`config.mk`:
```
export PLATFORM = sky130hd
export DESIGN_NAME = hvtx_timing_flat
export DESIGN_NICKNAME = d
export VERILOG_FILES = /design/src/rtl/hvtx_timing_if.sv /design/src/rtl/hvtx_timing.sv /design/src/flat_wrapper.sv
export SDC_FILE = /design/constraint.sdc
export NUM_CORES = 1
export LEC_CHECK = 0
export CAP_MARGIN = 20
export CORE_MARGIN = 2
export CORE_UTILIZATION = 54
export DETAILED_ROUTE_END_ITERATION = 8
export PLACE_DENSITY = 0.78
export SYNTH_ARGS = -nofsm -noshare
export SYNTH_HDL_FRONTEND = slang
export SYNTH_SLANG_ARGS = --single-unit
```
`constraint.sdc`:
```
create_clock -name i_clk -period 4.95 [get_ports i_clk]
set_input_delay 0.7425 -clock i_clk [delete_from_list [all_inputs] [get_ports i_clk]]
set_output_delay 0.7425 -clock i_clk [all_outputs]
set_load 0.03 [all_outputs]
```
`src/rtl/hvtx_timing_if.sv`:
```
// rtl/hvtx_timing_if.sv - video timing output bundle from hvtx_timing to the channel mux/encoder
interface hvtx_timing_if #(
  parameter int WID      = 12,
  parameter int FCNT_WID = 8
);
  logic [WID-1:0]      o_x;
  logic [WID-1:0]      o_y;
  logic                o_hs;
  logic                o_vs;
  logic                o_de;
  logic                o_preamble;
  logic                o_guard;
  logic                o_line_start;
  logic                o_frame_start;
  logic [FCNT_WID-1:0] o_frame_cnt;

  modport master (
    output o_x, o_y, o_hs, o_vs, o_de, o_preamble, o_guard,
           o_line_start, o_frame_start, o_frame_cnt
  );

  modport slave (
    input  o_x, o_y, o_hs, o_vs, o_de, o_preamble, o_guard,
           o_line_start, o_frame_start, o_frame_cnt
  );
endinterface

```
`src/rtl/hvtx_timing.sv`:
```
// rtl/hvtx_timing.sv - parametrised HDMI video timing generator (cursor -> decode flops -> output flops)
// Optional frame counter enabled by defining HVTX_TIMING_FRAME_CNT_EN.
module hvtx_timing #(
  parameter int WID      = 12,
  parameter int H_ACTIVE = 1280,
  parameter int H_FRONT  = 110,
  parameter int H_SYNC   = 40,
  parameter int H_BACK   = 220,
  parameter int V_ACTIVE = 720,
  parameter int V_FRONT  = 5,
  parameter int V_SYNC   = 5,
  parameter int V_BACK   = 20,
  parameter int HS_POL   = 1,
  parameter int VS_POL   = 1,
  parameter int FCNT_WID = 8
) (
  input  logic          i_clk,
  input  logic          i_rst_n,
  input  logic          i_run,
  hvtx_timing_if.master vid
);
  localparam int H_TOTAL = H_ACTIVE + H_FRONT + H_SYNC + H_BACK;
  localparam int HSS     = H_ACTIVE + H_FRONT;
  localparam int HSE     = HSS + H_SYNC;
  localparam int V_TOTAL = V_ACTIVE + V_FRONT + V_SYNC + V_BACK;
  localparam int VSS     = V_ACTIVE + V_FRONT;
  localparam int VSE     = VSS + V_SYNC;

  typedef logic [WID-1:0] pos_t;

  localparam pos_t H_LAST  = pos_t'(H_TOTAL - 1);
  localparam pos_t V_LAST  = pos_t'(V_TOTAL - 1);
  localparam pos_t H_ACT_P = pos_t'(H_ACTIVE);
  localparam pos_t V_ACT_P = pos_t'(V_ACTIVE);
  localparam pos_t V_PRE_P = pos_t'(V_ACTIVE - 1);
  localparam pos_t HSS_P   = pos_t'(HSS);
  localparam pos_t HSE_P   = pos_t'(HSE);
  localparam pos_t VSS_P   = pos_t'(VSS);
  localparam pos_t VSE_P   = pos_t'(VSE);
  localparam pos_t PRE_S   = pos_t'(H_TOTAL - 10);
  localparam pos_t GRD_S   = pos_t'(H_TOTAL - 2);
  localparam logic HS_ON   = (HS_POL != 0);
  localparam logic VS_ON   = (VS_POL != 0);

  if (H_BACK < 10) begin : g_bad_hback
    $fatal(1, "hvtx_timing: H_BACK must be at least 10");
  end
  if ((H_TOTAL >= 2**WID) || (V_TOTAL >= 2**WID)) begin : g_bad_total
    $fatal(1, "hvtx_timing: H_TOTAL/V_TOTAL do not fit in WID bits");
  end

  typedef struct packed {
    pos_t x;
    pos_t y;
    logic hs;
    logic vs;
    logic de;
    logic pre;
    logic grd;
    logic ls;
    logic fs;
  } stage_t;

  localparam stage_t STAGE_RST = '{x: H_LAST, y: V_LAST, hs: ~HS_ON, vs: ~VS_ON,
                                   de: 1'b0, pre: 1'b0, grd: 1'b0, ls: 1'b0, fs: 1'b0};

  pos_t   cur_x_q, cur_x_d;
  pos_t   cur_y_q, cur_y_d;
  logic   live_q, live_d;
  stage_t s1_q, s1_d;
  stage_t s2_q, s2_d;

  // live_q marks a position reached by advancing; the parked corner would
  // otherwise decode as a guard-band cycle.
  always_comb begin
    cur_x_d = H_LAST;
    cur_y_d = V_LAST;
    live_d  = 1'b0;
    if (i_run) begin
      live_d = 1'b1;
      if (cur_x_q == H_LAST) begin
        cur_x_d = '0;
        cur_y_d = (cur_y_q == V_LAST) ? '0 : cur_y_q + pos_t'(1);
      end else begin
        cur_x_d = cur_x_q + pos_t'(1);
        cur_y_d = cur_y_q;
      end
    end
  end

  logic hs_act;
  logic vs_act;
  logic pre_line;

  always_comb begin
    hs_act   = (cur_x_q >= HSS_P) && (cur_x_q < HSE_P);
    // vsync edges line up with the hsync leading edge of the first/last sync line
    vs_act   = ((cur_y_q == VSS_P) && (cur_x_q >= HSS_P)) ||
               ((cur_y_q >  VSS_P) && (cur_y_q <  VSE_P)) ||
               ((cur_y_q == VSE_P) && (cur_x_q <  HSS_P));
    pre_line = (cur_y_q == V_LAST) || (cur_y_q < V_PRE_P);

    s1_d     = STAGE_RST;
    s1_d.x   = cur_x_q;
    s1_d.y   = cur_y_q;
    s1_d.hs  = hs_act ? HS_ON : ~HS_ON;
    s1_d.vs  = vs_act ? VS_ON : ~VS_ON;
    s1_d.de  = (cur_x_q < H_ACT_P) && (cur_y_q < V_ACT_P);
    s1_d.pre = live_q && pre_line && (cur_x_q >= PRE_S) && (cur_x_q < GRD_S);
    s1_d.grd = live_q && pre_line && (cur_x_q >= GRD_S);
    s1_d.ls  = (cur_x_q == '0);
    s1_d.fs  = (cur_x_q == '0) && (cur_y_q == '0);

    s2_d     = s1_q;
  end

  always_ff @(posedge i_clk) begin
    if (!i_rst_n) begin
      cur_x_q <= H_LAST;
      cur_y_q <= V_LAST;
      live_q  <= 1'b0;
      s1_q    <= STAGE_RST;
      s2_q    <= STAGE_RST;
    end else begin
      cur_x_q <= cur_x_d;
      cur_y_q <= cur_y_d;
      live_q  <= live_d;
      s1_q    <= s1_d;
      s2_q    <= s2_d;
    end
  end

`ifdef HVTX_TIMING_FRAME_CNT_EN
  logic [FCNT_WID-1:0] cnt_q, cnt_d;

  // origin is only reachable by advancing, so a staged frame_start is a counted entry
  always_comb begin
    cnt_d = cnt_q;
    if (s1_q.fs) begin
      cnt_d = cnt_q + {{(FCNT_WID-1){1'b0}}, 1'b1};
    end
  end

  always_ff @(posedge i_clk) begin
    if (!i_rst_n) begin
      cnt_q <= '0;
    end else begin
      cnt_q <= cnt_d;
    end
  end

  assign vid.o_frame_cnt = cnt_q;
`else
  assign vid.o_frame_cnt = {FCNT_WID{1'b0}};
`endif

  assign vid.o_x           = s2_q.x;
  assign vid.o_y           = s2_q.y;
  assign vid.o_hs          = s2_q.hs;
  assign vid.o_vs          = s2_q.vs;
  assign vid.o_de          = s2_q.de;
  assign vid.o_preamble    = s2_q.pre;
  assign vid.o_guard       = s2_q.grd;
  assign vid.o_line_start  = s2_q.ls;
  assign vid.o_frame_start = s2_q.fs;
endmodule
```
`src/flat_wrapper.sv`:
```
// flat-port wrapper written by rule: the top's interface ports become plain ports
module hvtx_timing_flat 
#(
  parameter int WID      = 12,
  parameter int H_ACTIVE = 1280,
  parameter int H_FRONT  = 110,
  parameter int H_SYNC   = 40,
  parameter int H_BACK   = 220,
  parameter int V_ACTIVE = 720,
  parameter int V_FRONT  = 5,
  parameter int V_SYNC   = 5,
  parameter int V_BACK   = 20,
  parameter int HS_POL   = 1,
  parameter int VS_POL   = 1,
  parameter int FCNT_WID = 8
)
  (i_clk, i_rst_n, i_run, vid_o_x, vid_o_y, vid_o_hs, vid_o_vs, vid_o_de, vid_o_preamble, vid_o_guard, vid_o_line_start, vid_o_frame_start, vid_o_frame_cnt);
  hvtx_timing_if #(.WID(WID), .FCNT_WID(FCNT_WID)) vid_i ();
  input  logic i_clk;
  input  logic i_rst_n;
  input  logic i_run;
  output wire logic [$bits(vid_i.o_x)-1:0] vid_o_x;
  output wire logic [$bits(vid_i.o_y)-1:0] vid_o_y;
  output wire logic [$bits(vid_i.o_hs)-1:0] vid_o_hs;
  output wire logic [$bits(vid_i.o_vs)-1:0] vid_o_vs;
  output wire logic [$bits(vid_i.o_de)-1:0] vid_o_de;
  output wire logic [$bits(vid_i.o_preamble)-1:0] vid_o_preamble;
  output wire logic [$bits(vid_i.o_guard)-1:0] vid_o_guard;
  output wire logic [$bits(vid_i.o_line_start)-1:0] vid_o_line_start;
  output wire logic [$bits(vid_i.o_frame_start)-1:0] vid_o_frame_start;
  output wire logic [$bits(vid_i.o_frame_cnt)-1:0] vid_o_frame_cnt;
  assign vid_o_x = vid_i.o_x;
  assign vid_o_y = vid_i.o_y;
  assign vid_o_hs = vid_i.o_hs;
  assign vid_o_vs = vid_i.o_vs;
  assign vid_o_de = vid_i.o_de;
  assign vid_o_preamble = vid_i.o_preamble;
  assign vid_o_guard = vid_i.o_guard;
  assign vid_o_line_start = vid_i.o_line_start;
  assign vid_o_frame_start = vid_i.o_frame_start;
  assign vid_o_frame_cnt = vid_i.o_frame_cnt;
  hvtx_timing #(.WID(WID), .H_ACTIVE(H_ACTIVE), .H_FRONT(H_FRONT), .H_SYNC(H_SYNC), .H_BACK(H_BACK), .V_ACTIVE(V_ACTIVE), .V_FRONT(V_FRONT), .V_SYNC(V_SYNC), .V_BACK(V_BACK), .HS_POL(HS_POL), .VS_POL(VS_POL), .FCNT_WID(FCNT_WID)) u_core (.i_clk(i_clk), .i_rst_n(i_rst_n), .i_run(i_run), .vid(vid_i));
endmodule
```
# Word-level counts from Yosys, hierarchy flattened
# Index checks and enable logic that the tools add are counted.
# word_totals
input_bits	3
out_inout_bits	39
reg_bits	87
# op_classes
bitwise	2
n_reduce_logical	17
add_sub_neg	2
n_mux	5
n_lt_le_gt_ge	11
eq_ne	4
# op_table
op	count
$lt 12x11->1 const B	4
$eq 12x10->1 const B	3
$ge 12x11->1 const B	3
$lt 12x10->1 const B	3
$add 12x1->12 const B	2
$logic_not 12->1	2
$eq 12x11->1 const B	1
$gt 12x10->1 const B	1
$mux 12	1
$mux 11	1
$logic_and 1x1->1	10
$logic_or 1x1->1	3
$mux 1	3
$reduce_or 3->1	1
$not 1->1	2
$reduce_and 2->1	1

# Depth between registers and ports, before layout
# Gate-level depths: netlist of the first run.
# logic_depth
ltp_word	5
ltp_mapped	7

# Worst setup path before layout of the first run
# OpenSTA, ideal clock, no wires.
# synth_timing
path_type	flip-flop to flip-flop
from	reg u_core.cur_y_q[0]
to	reg u_core.cur_y_q[10]
period_less_slack_ps	1646
t_arrival_ps	1570
setup_slack_ps	3304
t_required_ps	4874
path_stages_with_launch	7
path_buffers	1
cell_sequence	dfxtp_1 ha_1 and4_1 clkbuf_1 nand4_1 or3_1 o22ai_1
# synth_between
elab_chain_cells	2
# synth_lines
item	line	text
start: declaration	hvtx_timing.sv:68	pos_t cur_y_q, cur_y_d;
start signal: assignment	hvtx_timing.sv:126	cur_y_q <= cur_y_d;
$add 12x1->12 or $eq 12x10->1 (tied branches)	hvtx_timing.sv:83	cur_y_d = (cur_y_q == V_LAST) ? '0 : cur_y_q + pos_t'(1);
$mux 12 (*)	hvtx_timing.sv:83	
# Mark *: on every way between the ends. The rest lies on a longest branch, timed or not.
# A chain may end at the register's enable or synchronous reset.

# Worst setup path after layout of the first run
# layout_timing
from	in i_rst_n
to	reg u_core.cur_x_q[7]
# layout_between
elab_chain_cells	2
# layout_lines
item	line	text
start: declaration	flat_wrapper.sv:20	input logic i_rst_n;
$not 1->1 (no line)	n/a	
$reduce_or 3->1 (no line)	n/a	
end signal: assignment	hvtx_timing.sv:125	cur_x_q <= cur_x_d;
end: declaration	hvtx_timing.sv:67	pos_t cur_x_q, cur_x_d;
# No other way between the ends.

==> metrics, run 1 <==
Synth area leader=dfxtp_1; RR Endpoint=u_core.cur_y_q[6]$_SDFFE_PN1P_; first-pass GRT wire length=10300 µm; WP data arrival=2.84 ns; largest net degree at the start of global routing=36; R2R cell count=4; Slew Limit Fails=0; nets=369; CTS buffer count=9; First-pass DRT Iterations=5; DRC violations left=0; max cap viols=0; IO buf count=33; Slew @ Worst Pin=0.870 ns; M2 GR Usage=28.8%; post-DP HPWL=4140 µm; Post-Syn Area=3450 µm²; endpoint type of the worst setup path=flop; Avg Cell Area, Syn=10.1 µm²; Ys Warns=0; Post-synth EDFFs=0; row count=29; Die X=83.9 µm; max_slew headroom=41.6%; vias in the first global route=2178; area of the multi-input gates=1430 µm²; initial antenna violation count=0; H-tree Lvls=3; LEAKAGE=0.00148 µW; layout cells sized above 1=9.09%; Area Overhead vs Synth=10.5%; #FFs+latches synth=87; CP Data Required Time=5.24 ns; Max Clk Rate=392 MHz; met1 usage=24.0%; Clock Root Buffer=clkbuf_8; worst reg2reg path startpoint=u_core.cur_x_q[6]$_SDFF_PN1_; TritonCTS clock tree=built; 1st-iter DRT viols=255; Async SR Flop Fraction=0%; WL final=6180 µm; status=finished, final reports clean; met3 GRT Util=4.85%; core box area=6280 µm²; RePlAce Congestion=0.901; CP max FO=24; GRT busiest layer=met2; GRT Total Usage=18.3%; Reg clk slew, reported paths=0.08 ns; final setup violation count=0; VDD IR-drop max=0.234 mV; Routed WL per cell=14.0 µm; clk_lat worst skew=0.36 ns; Ports=42; Die Y=83.9 µm; Worst Min Path Start=u_core.s1_q[28]$_SDFF_PN1_; setup tns final=0 ns; post-synth top area share=50.5%; remaining global-route overflow=0; Num Clock Sinks=87; final cycle utilization of the critical path=51.5%; register area share after synthesis=50.5%; DIE AREA=7050 µm²; CP startpoint kind=primary input; synth top area cells=dfxtp_1, and2_1, nand2b_1; Pwr Total=1470 µW; FF-to-FF setup slack=2.71 ns; hold_buf cts=0; Hold Path Depth=1; pwr dens=386 nW/µm²; count leader, synth=dfxtp_1; WHS Endpoint=u_core.vid.o_x[9]$_SDFF_PN1_; vias after detailed routing=2397; post-CTS setup buffers=0; Clock Path Buffers=2; commonest cells in the netlist=dfxtp_1, and2_1, nand2_1, nand2b_1, nor2_1; commonest register cell after synthesis=dfxtp_1; Post-Synthesis Cells=342; # resized after CTS=0; RSZ-0062 raised after global routing=no; Hold WC Path Type=reg2reg; Final Hold Fails=0; Via density=5.45; Reg area=1740 µm²; Setup Crit Path Kind=in2reg; Synth cell types=62; fillers=525; Initial Util=55.0%; clk_skew=0.00988 ns; post-layout min period=2.55 ns; Final ANT Viol Nets=0; Ant. Diodes=0
## how the worst max path moves through the flow
stage / startpoint / endpoint / cells past startpoint
finish: i_rst_n / u_core.cur_x_q[7]$_SDFF_PP0_ / 5
detailed placement: i_rst_n / u_core.s1_q[6]$_SDFF_PN0_ / 5
global route: i_rst_n / u_core.cur_y_q[8]$_SDFFE_PN0P_ / 5
global placement: i_rst_n / u_core.cur_x_q[11]$_SDFF_PP0_ / 5
CTS: i_rst_n / u_core.s1_q[6]$_SDFF_PN0_ / 5
floorplan: u_core.cur_y_q[0]$_SDFFE_PN1P_ / u_core.cur_y_q[10]$_SDFFE_PN0P_ / 6
## power breakdown
group	total [µW]	leakage, µW	internal [µW]	switching, µW
sequential	780	0.000706	732	47.6
combinational	259	0.000701	98.9	160
clock	433	0.0000781	182	251
total	1470	0.00148	1010	459
## cells in the final DEF (no fill, tap or decap), drive strengths merged, types with 3 or more instances in the layout
cell type / netlist / layout
nor4: 3 / 3
conb: 1 / 8
o21ai: 14 / 14
o211a: 3 / 3
nor4b: 5 / 5
a21oi: 7 / 7
clkbuf: 10 / 9
a31oi: 4 / 4
xnor2: 6 / 6
nand4: 5 / 5
nor2: 17 / 17
ha: 7 / 7
and3: 6 / 6
nand2b: 22 / 22
or4: 3 / 3
dfxtp: 87 / 87
nand3: 15 / 15
and4: 5 / 5
and2: 28 / 28
nor3: 5 / 5
inv: 10 / 12
clkdlybuf4s50: 0 / 33
o211ai: 3 / 3
clkinvlp: 0 / 3
nand2: 23 / 23
## worst max-delay path, cell delays in order
cell and delay (ns):
clkdlybuf4s50_1 0.89, nand2_1 0.39, inv_1 0.47, nand2_1 0.19, nor2_1 0.14
## layer usage
layer	vias up	part of all wire [%]
met5	-	0
met4	0	1.7
met3	11	6.0
met2	86	45
met1	1117	47
li1	1183	-
## stage by stage
stage / hold WS, ns / area, µm² / instances / utilization (%) / setup slack, ns
floorplan: 0.386 / 3480 / 349 / - / 3.30
global placement: 0.391 / 3640 / 425 / 58.1 / 2.09
detailed placement: 0.391 / 3640 / 425 / 58.1 / 2.01
CTS: 0.411 / 3810 / 440 / 60.8 / 2.38
global route: 0.420 / 3810 / 440 / 60.8 / 2.22
finish: 0.407 / 3810 / 440 / 60.8 / 2.40
## logic make-up (layout without fill, tap and decap cells)
group,after synthesis,count (layout),share of synthesized area (%)
AO/OA/AOI/OAI,48,48,10.2
XOR/XNOR,8,8,2.03
adder cells (fa/ha/maj),7,7,2.54
buffers and inverters,45,59,8.81
flip-flops,87,87,50.5
multiplexers,1,1,0.290
other,1,8,0.109
AND/OR/NAND/NOR,145,145,25.6
## flip-flops by register name, summed over array words and instances (netlist names)
| signal | count |
|---|---|
| u_core.s1_q | 31 |
| u_core.cur_x_q | 12 |
| u_core.cur_y_q | 12 |
| u_core.vid.o_x | 12 |
| u_core.vid.o_y | 12 |
| u_core.live_q | 1 |
| u_core.vid.o_de | 1 |
| u_core.vid.o_frame_start | 1 |
| u_core.vid.o_guard | 1 |
| u_core.vid.o_hs | 1 |
| u_core.vid.o_line_start | 1 |
| u_core.vid.o_preamble | 1 |
| u_core.vid.o_vs | 1 |
## layout make-up
type,count,area share (%)
clock buffer,9,3.25
tap,77,2.53
inverter,10,0.984
multi-input combinational,217,37.5
timing repair buffer,34,8.86
sequential,87,45.7
clock inverter,6,1.18
(Power assumes the default switching activity.)
==> run 2: changes to the inputs <==
--- a/config.mk
+++ b/config.mk
@@ -7,9 +7,9 @@
 export LEC_CHECK = 0
 export CAP_MARGIN = 20
 export CORE_MARGIN = 2
-export CORE_UTILIZATION = 54
+export CORE_UTILIZATION = 49
 export DETAILED_ROUTE_END_ITERATION = 8
-export PLACE_DENSITY = 0.78
+export PLACE_DENSITY = 0.74
 export SYNTH_ARGS = -nofsm -noshare
 export SYNTH_HDL_FRONTEND = slang
 export SYNTH_SLANG_ARGS = --single-unit
==> constraint.sdc (replaced) <==
create_clock -name i_clk -period 2.25 [get_ports i_clk]
set_input_delay 0.3375 -clock i_clk [delete_from_list [all_inputs] [get_ports i_clk]]
set_output_delay 0.3375 -clock i_clk [all_outputs]
set_load 0.03 [all_outputs]
==> run 2 against run 1 <==
Sequential share of layout area shrank 1.6 points. Utilization shrank 2.6 points. Clock power grew to 2.7 times the previous value. Critical endpoint is now u_core.cur_y_q[5]$_SDFFE_PN1P_. Non-clock buffer count grew 10. Cell area grew 3.7%. Flip-flop and latch count is the same. Die area grew 9.7%. Worst hold slack gained 0.0047 ns. Sequential power grew 120%. Critical path type is now reg2reg. Power grew 140%. Via count shrank 0.21%.
==> metrics, run 2 (synthesis gave the netlist of run 1 again) <==
status=finished, final reports clean; Die Y=87.9 µm; Clock Path Buffers=2; Clock Root Buffer=clkbuf_8; GRT busiest layer=met2; commonest non-fill, non-tap cell in the layout=dfxtp_1; Comb pwr share=17.4%; clk_skew=0.0114 ns; Slew Limit Fails=0; Top reg by flops=u_core.s1_q; P_sw=991 µW; endpoint type of the worst setup path=flop; WP data arrival=2.19 ns; TritonCTS clock tree=built; R2R cell count=4; max_slew headroom=64.9%; DIE AREA=7730 µm²; commonest non-fill, non-tap cells in the layout=dfxtp_1, clkdlybuf4s50_1, and2_1, nand2_1, nand2b_1; remaining global-route overflow=0; area of the multi-input gates=1430 µm²; Max Clk Rate=513 MHz; layout cells sized above 1=11.3%; Final ANT Viol Nets=0; Hold Path Depth=1; post-layout min period=1.95 ns; nets=379; initial antenna violation count=0; Worst Min Path Start=u_core.s1_q[12]$_SDFF_PN1_; Hold WC Path Type=reg2reg; hold_buf cts=0; Clock power frac=33.6%; Routed WL per cell=13.2 µm; fillers=583; met1 usage=22.4%; final setup violation count=0; pwr dens=877 nW/µm²; Reg clk slew, reported paths=0.09 ns; setup tns final=0 ns; # resized after CTS=0; max cap viols=0; H-tree Lvls=3; first-pass GRT wire length=10400 µm; clk_lat worst skew=0.35 ns; Largest register FFs=31; CTS buffer count=9; WL final=6210 µm; Ant. Diodes=0; Sw Share=28.6%; Area Overhead vs Synth=14.6%; largest stage delay on the critical path=0.56 ns; largest net degree at the start of global routing=32; row count=30; RePlAce Congestion=0.866; Num Clock Sinks=87; RSZ-0062 raised after global routing=no; Die X=87.9 µm; LEAKAGE=0.00156 µW; vias after detailed routing=2392; 1st-iter DRT viols=119; DRC violations left=0; WHS Endpoint=u_core.vid.o_y[5]$_SDFF_PN1_; IO buf count=33; post-DP HPWL=4300 µm; DP Cell Count=454; Reg area=1740 µm²; vias in the first global route=2192; post-CTS setup buffers=0; critical path's slowest cell=dfxtp_1; Initial Util=50.8%; CP max FO=9; Int Pwr=2480 µW; FF-to-FF setup slack=0.30 ns; Ports=42; Slew @ Worst Pin=0.522 ns; GRT Total Usage=17.5%; RR Endpoint=u_core.cur_y_q[5]$_SDFFE_PN1P_; CP startpoint kind=flop; VDD IR-drop max=0.385 mV; First-pass DRT Iterations=4; cells along the critical path=nand4_2, nor4_4, o21ai_1, a221o_1; sequential power share=49.0%; met3 GRT Util=4.52%; Setup Crit Path Kind=reg2reg; core box area=6790 µm²; final cycle utilization of the critical path=86.6%; CP Data Required Time=2.50 ns; Final Hold Fails=0; fin cells=469; worst reg2reg path startpoint=u_core.cur_x_q[6]$_SDFF_PN1_; Via density=5.10; M2 GR Usage=28.3%
## run 2: changes by cell type in the layout (fill, tap and decap cells not counted)
cell / previous run / this run
buf_4: 1 / 11
clkinvlp_4: 3 / 0
bufinv_16: 0 / 2
clkbuf_1: 0 / 1
clkinv_4: 0 / 1
inv_6: 2 / 1
## run 2: cell type report
class,count,share of cell area [%]
flip-flops and latches,87,44.1
multi-input cells,217,36.2
repair buffers,44,10.4
clock buffers,10,3.23
well taps,96,3.04
clock inverters,5,2.09
inverters,10,0.949
## run 2: worst max-delay path: cells and delay by family (launching register included)
kind,cells,cell delay (ns)
AO/OA/AOI/OAI,2,0.51
flip-flops,1,0.56
AND/OR/NAND/NOR,2,0.79
## run 2: per-layer routing
layer  vias to the layer above  part of all wire [%]
met5                         -                     0
met4                         0                   1.7
met3                         8                   4.7
met2                        66                    47
met1                      1110                    47
li1                       1208                     -
## run 2: power by group through the flow
| stage | combinational [µW] | sequential, µW | clock, µW |
|---|---|---|---|
| after floorplan | 533 | 1700 | 0 |
| after global placement | 586 | 1730 | 0 |
| after detailed placement | 598 | 1730 | 0 |
| after CTS | 602 | 1700 | 1180 |
| after global routing | 669 | 1710 | 1250 |
| final | 604 | 1700 | 1160 |
## run 2: worst max-delay path by stage
stage                              startpoint                              end  slack (ns)  depth (start not counted)
4_1_cts          u_core.cur_x_q[5]$_SDFF_PN1_   u_core.cur_y_q[2]$_SDFFE_PN1P_        0.29                          5
5_1_grt          u_core.cur_x_q[5]$_SDFF_PN1_   u_core.cur_y_q[3]$_SDFFE_PN1P_        0.13                          4
3_5_place_dp     u_core.cur_x_q[5]$_SDFF_PN1_   u_core.cur_y_q[2]$_SDFFE_PN1P_        0.30                          5
2_1_floorplan  u_core.cur_y_q[0]$_SDFFE_PN1P_  u_core.cur_y_q[10]$_SDFFE_PN0P_        0.60                          6
6_report         u_core.cur_x_q[6]$_SDFF_PN1_   u_core.cur_y_q[5]$_SDFFE_PN1P_        0.30                          4
3_3_place_gp     u_core.cur_x_q[6]$_SDFF_PN1_   u_core.cur_y_q[5]$_SDFFE_PN1P_        0.32                          4
## run 2: stage by stage
step	hold slack, ns	setup WS (ns)	instance area, µm²	util, %	power [µW]
after CTS	0.414	0.294	3950	58.2	3480
after detailed placement	0.392	0.301	3740	55.1	2330
after global placement	0.390	0.321	3740	55.1	2320
final	0.412	0.302	3950	58.2	3470
after global routing	0.428	0.130	3950	58.2	3630
after floorplan	0.386	0.604	3480	-	2240
==> run 3: changes to the inputs <==
--- a/config.mk
+++ b/config.mk
@@ -5,7 +5,7 @@
 export SDC_FILE = /design/constraint.sdc
 export NUM_CORES = 1
 export LEC_CHECK = 0
-export CAP_MARGIN = 20
+export CAP_MARGIN = 0
 export CORE_MARGIN = 2
 export CORE_UTILIZATION = 49
 export DETAILED_ROUTE_END_ITERATION = 8
==> results of run 3 <==
No change in the layout: final DEF, timing and power equal those of run 2.
